### src/rtl/cheriot_dv_pkg.sv
// cheriot_dv_pkg: shared types and constants for the DII instruction feeder
package cheriot_dv_pkg;
  localparam int DiiAddrWidth = 32;
  localparam logic [31:0] DiiNopInsn = 32'h1;
  typedef struct packed {
    logic [DiiAddrWidth-1:2] addr;
    logic [2:0]              age;
  } dii_fetch_t;
endpackage

### src/rtl/dii_req_fifo.sv
// dii_req_fifo: in-order circular queue of granted fetches with per-entry ageing
module dii_req_fifo
  import cheriot_dv_pkg::*;
#(
  parameter int Depth   = 2,
  parameter int Latency = 1,
  localparam int CW     = $clog2(Depth + 1),
  localparam int PW     = Depth > 1 ? $clog2(Depth) : 1
) (
  input  logic                    clk_i,
  input  logic                    rst_ni,
  input  logic                    push,
  input  logic                    pop,
  input  logic [DiiAddrWidth-1:2] push_addr,
  output logic                    full,
  output logic                    empty,
  output logic                    head_ready,
  output logic [DiiAddrWidth-1:2] head,
  output logic [CW-1:0]           count
);
  dii_fetch_t      mem [Depth];
  logic [PW-1:0]   wptr;
  logic [PW-1:0]   rptr;
  always_ff @(posedge clk_i or negedge rst_ni) begin
    if (!rst_ni) begin
      wptr  <= '0;
      rptr  <= '0;
      count <= '0;
      for (int i = 0; i < Depth; i++) mem[i] <= '0;
    end else begin
      for (int i = 0; i < Depth; i++)
        if (mem[i].age != 3'(Latency)) mem[i].age <= mem[i].age + 3'd1;
      // a fresh push overrides the ageing of the slot it lands in
      if (push) begin
        mem[wptr] <= '{addr: push_addr, age: 3'd0};
        wptr      <= (wptr == PW'(Depth - 1)) ? '0 : wptr + 1'b1;
      end
      if (pop) rptr <= (rptr == PW'(Depth - 1)) ? '0 : rptr + 1'b1;
      count <= count + CW'(push) - CW'(pop);
    end
  end
  assign full       = count == CW'(Depth);
  assign empty      = count == '0;
  assign head       = mem[rptr].addr;
  assign head_ready = !empty && mem[rptr].age == 3'(Latency - 1);
`ifndef SYNTHESIS
  a_no_overflow: assert property (@(posedge clk_i) disable iff (!rst_ni) push |-> (!full || pop));
`endif
endmodule

### src/rtl/dii_instr_feeder.sv
// dii_instr_feeder: answers core fetches in order, after a fixed latency, with
// the current DII stream word and acknowledges each consumed word.
module dii_instr_feeder
  import cheriot_dv_pkg::*;
#(
  parameter int MaxOutstanding = 2,
  parameter int RespLatency    = 1,
  parameter int AddrWidth      = 32
) (
  input  logic                 clk_i,
  input  logic                 rst_ni,
  input  logic                 instr_req_i,
  input  logic [AddrWidth-1:0] instr_addr_i,
  output logic                 instr_gnt_o,
  output logic                 instr_rvalid_o,
  output logic [31:0]          instr_rdata_o,
  output logic                 instr_err_o,
  input  logic [31:0]          dii_insn_i,
  output logic [31:0]          dii_pc_o,
  output logic                 dii_ack_o
);
  localparam int CW = $clog2(MaxOutstanding + 1);
  logic                    full;
  logic                    empty;
  logic                    pop;
  logic [DiiAddrWidth-1:2] head;
  logic [CW-1:0]           count;
  logic [31:0]             pc_q;
  logic                    unused_addr;
  assign unused_addr = ^instr_addr_i[1:0];
  // gating with rst_ni keeps gnt low while reset is held, even with req high
  assign instr_gnt_o = rst_ni && instr_req_i && (!full || pop);
  dii_req_fifo #(
    .Depth  (MaxOutstanding),
    .Latency(RespLatency)
  ) u_fifo (
    .clk_i     (clk_i),
    .rst_ni    (rst_ni),
    .push      (instr_gnt_o),
    .pop       (pop),
    .push_addr ((DiiAddrWidth - 2)'(instr_addr_i[AddrWidth-1:2])),
    .full      (full),
    .empty     (empty),
    .head_ready(pop),
    .head      (head),
    .count     (count)
  );
  assign instr_rvalid_o = pop;
  assign dii_ack_o      = pop;
  assign instr_err_o    = 1'b0;
  assign instr_rdata_o  = pop ? dii_insn_i : '0;
  assign dii_pc_o       = pop ? {head, 2'b00} : pc_q;
  always_ff @(posedge clk_i or negedge rst_ni) begin
    if (!rst_ni) pc_q <= '0;
    else if (pop) pc_q <= {head, 2'b00};
  end
`ifndef SYNTHESIS
  a_rvalid_nonempty: assert property (@(posedge clk_i) disable iff (!rst_ni) instr_rvalid_o |-> !empty);
  a_ack_is_rvalid:   assert property (@(posedge clk_i) disable iff (!rst_ni) dii_ack_o == instr_rvalid_o);
  a_count_bound:     assert property (@(posedge clk_i) disable iff (!rst_ni) count <= CW'(MaxOutstanding));
`endif
endmodule

### config.mk
export PLATFORM = sky130hd
export DESIGN_NAME = dii_instr_feeder
export DESIGN_NICKNAME = d
export VERILOG_FILES = /design/src/rtl/cheriot_dv_pkg.sv /design/src/rtl/dii_req_fifo.sv /design/src/rtl/dii_instr_feeder.sv
export SDC_FILE = /design/constraint.sdc
export NUM_CORES = 1
export LEC_CHECK = 0
export BUFFER_PORTS_ARGS = -buffer_cell sky130_fd_sc_hd__buf_2
export CAP_MARGIN = 20
export CORE_MARGIN = 4
export CORE_UTILIZATION = 45
export DETAILED_ROUTE_END_ITERATION = 10
export PLACE_DENSITY = 0.7
export SYNTH_ARGS = -nofsm -noshare
export SYNTH_HDL_FRONTEND = slang
export SYNTH_SLANG_ARGS = --single-unit
### constraint.sdc
create_clock -name clk_i -period 2.23 [get_ports clk_i]
set_input_delay 0.223 -clock clk_i [delete_from_list [all_inputs] [get_ports clk_i]]
set_output_delay 0.223 -clock clk_i [all_outputs]
set_load 0.02 [all_outputs]
==> results.md <==
Synthesis:
- The number of nets in the synthesized netlist is ~400.
- The part of the Yosys area used for sequential elements is 0.5400.
- By area the synthesized netlist is led by sky130_fd_sc_hd__dfrtp_1 54%, sky130_fd_sc_hd__mux2_2 15%, sky130_fd_sc_hd__mux2_4 9.5%, sky130_fd_sc_hd__mux2_1 6.4%, sky130_fd_sc_hd__and2_1 4.4%.
- Of the total synthesized cell area, the portion taken by full adders, half adders and majority gates is 0.01059.
- The area share of the leading cell type in the synthesized netlist is 0.5400.
- Each instance of the synthesized netlist takes up on average 14.46 sq um.
- The synthesized-area fraction occupied by ao, oa, aoi and oai cells is 0.02541.
- Counting flops and latches in the post-synthesis netlist gives 102.
- During synthesis, Yosys emitted a total of 0 warnings.
- The cell count after synthesis is 327.
- Synthesis instantiated 36 different standard cells from the library.
- After synthesis, the share of cell area in mux cells is 0.3139.
- The post-synthesis simple-gate area fraction is 0.06829.
- Among all flip-flop cells after synthesis, the most frequent one is sky130_fd_sc_hd__dfrtp_1.
- In the synthesized netlist the async set-or-reset flop fraction comes to 1.000.
- Of the total synthesized cell area, the portion taken by XOR and XNOR cells is 0.007411.
- The number of enable-type register cells in the synthesized netlist is 0.
- The cell area that synthesis handed to floorplanning was 4727 sq um.
- The largest area contributor in the synthesized netlist is sky130_fd_sc_hd__dfrtp_1.
- The combinational family with the most area after synthesis is multiplexers.

Timing:
- The worst setup margin is -0.3073 ns.
- Dividing the final minimum period by the clock period gives 1.138.
- The time the worst path needs with I/O delays and setup is 2.537 ns.
- Setup repair after global routing could not meet its margin everywhere.
- The worst clock skew on the final layout is around 0.012 ns.
- The number of slew-limit violations in the final report is 0.
- The highest clock frequency the design can meet is 394.1 MHz.
- The hold violation total from the final report is 0.
- At the pin with the least slew margin, the transition time is 0.9503 ns.
- The count of final setup violators is 66.
- The worst slew margin relative to its limit is 0.3664.

Floorplan:
- The die extent in x is 110.5 um.
- The floorplan step defined a core boundary enclosing 10,280 sq um.
- The overall die area is approximately 12,000 sq um.
- The vertical extent of the die is roughly 110 um.
- After floorplanning, the core was divided into 37 placement rows.
- The initial utilization of the core area, before any placement, comes to 0.4599.
- around 140 I/O pins were placed.

Route:
- The DRC marker count from the first detailed-route iteration is 173.
- After detailed routing, the number of vias per cell comes to 5.040.
- The count of nets left with antenna violations once routing finished came out at 0.
- After detailed routing, the total wire length is 10,990 um.
- The routed wire length per instance is between 15 and 20 um.
- The final route contains 3,175 vias.
- The number of remaining DRC errors is 0.
- The first TritonRoute pass finished after 4 iterations.

Clocking:
- The number of sinks driven by the clock tree is 102.
- The maximum count of clock buffers along a single path is 2.
- The number of clock buffers added by TritonCTS is 9.
- TritonCTS built the clock tree.
- The clock root buffer is sky130_fd_sc_hd__clkbuf_8.
- The clock reaches the later pin of the worst-skew pair after between 0.3 and 0.4 ns.
- The H-tree level count is 3.
- The clock transition at the register clock pins on the worst setup and hold paths after CTS is 0.10 ns.

Run:
- Max-cap violations in this run came to 0.

Critical path:
- Walking the worst path, the cells encountered are or4b_4 > a21oi_4 > buf_6 > buf_8 > mux2_4 > buf_6.
- Of all nets on the critical path, the largest fanout is 6.
- The required arrival time at the worst endpoint is 2.01 ns.
- For this run, the slowest stage of the critical path takes 0.55 ns.
- The type of the setup path with the least slack is reg -> out.
- The kind of capture point of the worst setup path is an output port.
- STA puts the critical path data arrival time at approximately 2.3 ns.
- Counting stages on the worst path, the most repeated cell is sky130_fd_sc_hd__buf_6.
- Among cell families on the critical path, the largest total delay comes from simple AND/OR/NAND/NOR gates.
- The element type at the critical path start is a register.
- The master of the slowest instance on the critical path is sky130_fd_sc_hd__or4b_4.
- The buffer and inverter count on the worst path is 3.

Global routing:
- The first global-routing pass estimated about 18,000 um of wire.
- The remaining global-route overflow is 0.
- The total routing resource utilization after global routing is 0.1754.
- The number of antenna violations at the first check in global routing was 0.
- The number of global-route vias before repair is 3,533.
- The pin count of the biggest net entering global routing is 76.

Layout:
- The repair_antennas step left the layout with diodes totalling 0.
- In the final layout, the share of cells above drive strength 1 is 0.6377.
- The final net count is 560.
- From synthesis to final layout, the design area changed by 40.97%.
- The finished cells cover 6664 sq um.

Power and ir drop:
- The relative contribution of sequential cells to total power is 0.300.
- The combinational power share is 0.603.
- In this run the power spent charging and discharging nets is 0.003800 W.
- The share of total power in the clock network is 0.098.
- The total internal power is between 0.006 and 0.007 W.
- The power consumption is 0.01078 W.
- The reported leakage power is around 3.2 nW.
- The worst-case IR drop observed on VDD is 0.7119 mV.
- The power per cell area is 1618 nW/um^2.
- The switching power as a share of total power is 0.3523.

Min path:
- The worst min-delay path class is in -> reg.

Placement:
- In this run the cell area measured after placement is 5624 sq um.
- Once detailed placement completed, the half-perimeter wirelength came to about 6700 um.
- The total of buffers placed on input and output ports is 131.
- The weighted congestion at the end of routability-driven global placement is 0.7283.

Outcome:
- The flow ran to the end, but the final reports show violations.
- The checks that failed: negative setup slack.
## power by group through the flow
stage | sequential [W] | combinational [W] | clock (W)
3_3_place_gp | 0.00318 | 0.00450 | 0
5_1_grt | 0.00334 | 0.00692 | 0.00117
6_report | 0.00323 | 0.00650 | 0.00105
4_1_cts | 0.00321 | 0.00547 | 0.00110
2_1_floorplan | 0.00312 | 0.00339 | 0
3_5_place_dp | 0.00324 | 0.00461 | 0
## registers in the layout (all words and copies together), names as in the netlist
| name | count |
|---|---|
| u_fifo.wptr | 1 |
| u_fifo.mem | 66 |
| u_fifo.count | 2 |
| u_fifo.rptr | 1 |
| pc_q | 32 |
## what timing repair did
item                       4_1_cts  5_1_grt
resized for setup               80      133
buffers inserted                13        4
hold endpoints to repair        27        0
hold buffers                     1        0
cloned                           1        1
pin swaps                        3       14
setup endpoints to repair      119       82
## routing by layer
metal / track usage / wire (um) / part of all wire
met5: 0 / 0 / 0
met4: 0.04023 / 159 / 0.014
met3: 0.04712 / 528 / 0.048
met2: 0.2994 / 5573 / 0.51
met1: 0.2232 / 4724 / 0.43
## final timing paths
| path | start | to | slack (ns) | depth (start not counted) |
|---|---|---|---|---|
| worst max-delay path | u_fifo.mem[1] | dii_pc_o[4] | -0.31 | 6 |
| worst min-delay path | instr_addr_i[21] | u_fifo.mem[55] | 0.08 | 2 |
| worst max register to register | u_fifo.mem[1] | u_fifo.mem[53] | 0.05 | 6 |
| worst min register to register | u_fifo.mem[44] | u_fifo.mem[44] | 0.49 | 1 |
| max in group asynchronous | rst_ni | u_fifo.rptr | 0.48 | 4 |
| min in group asynchronous | rst_ni | u_fifo.mem[31] | 0.43 | 3 |
## cell usage after synthesis (2+ instances only)
library cell,n
sky130_fd_sc_hd__dfrtp_1,102
sky130_fd_sc_hd__mux2_2,63
sky130_fd_sc_hd__and2_1,33
sky130_fd_sc_hd__mux2_4,30
sky130_fd_sc_hd__mux2_1,27
sky130_fd_sc_hd__buf_2,7
sky130_fd_sc_hd__nor2_1,7
sky130_fd_sc_hd__buf_6,6
sky130_fd_sc_hd__a21oi_1,5
sky130_fd_sc_hd__clkbuf_1,5
sky130_fd_sc_hd__ha_1,4
sky130_fd_sc_hd__inv_1,4
sky130_fd_sc_hd__buf_4,3
sky130_fd_sc_hd__nor2b_1,3
sky130_fd_sc_hd__xnor2_1,3
sky130_fd_sc_hd__mux2i_1,2
sky130_fd_sc_hd__nand2_1,2
sky130_fd_sc_hd__nand2b_1,2
sky130_fd_sc_hd__nor4_1,2
## area by class of cell
type | instances | area [sq um]
Clock buffer | 9 | 123.9
Clock inverter | 7 | 51.30
Fill cell | 765 | 3613
Inverter | 4 | 15.01
Multi-Input combinational cell | 200 | 2221
Sequential cell | 102 | 2554
Tap cell | 136 | 170.2
Timing Repair Buffer | 172 | 1529
## kinds of logic (layout without fill, tap and decap cells)
logic type,after synthesis,after routing
mux,122,122
flops,102,102
simple gates,54,54
buf+inv,25,192
compound gates,15,15
fa+ha+maj,4,4
xor+xnor,4,4
other cells,1,1
## worst register-to-register path: cells and delay by family, from the launching register on
kind / cells / cell delay [ns]
flops: 1 / 0.41
mux: 1 / 0.34
buf+inv: 3 / 0.49
simple gates: 1 / 0.55
compound gates: 1 / 0.28
## through the flow
step	setup WS, ns	utilization	setup TNS [ns]	hold WS (ns)	std cells
detailed placement	-0.1224	0.5472	-2.833	0.2664	595
global route	-0.3871	0.6484	-21.44	0.05924	630
finish	-0.3073	0.6484	-16.07	0.08015	630
global placement	-0.09682	0.5472	-2.296	0.2604	595
floorplan	0.02980	-	0	-0.07259	327
CTS	-0.3785	0.6021	-19.26	0.05538	626
## cells in the final DEF, fill, tap and decap left out, drive strengths merged, types with 2 or more instances in the layout
| cell | n |
|---|---|
| buf | 170 |
| mux2 | 120 |
| dfrtp | 102 |
| and2 | 33 |
| clkbuf | 10 |
| nor2 | 7 |
| a21oi | 6 |
| clkinv | 5 |
| inv | 4 |
| ha | 4 |
| nor2b | 3 |
| xnor2 | 3 |
| nand2 | 2 |
| nand2b | 2 |
| nor4 | 2 |
| mux2i | 2 |
| clkinvlp | 2 |
Note: power is estimated with default switching activity, not from simulation.
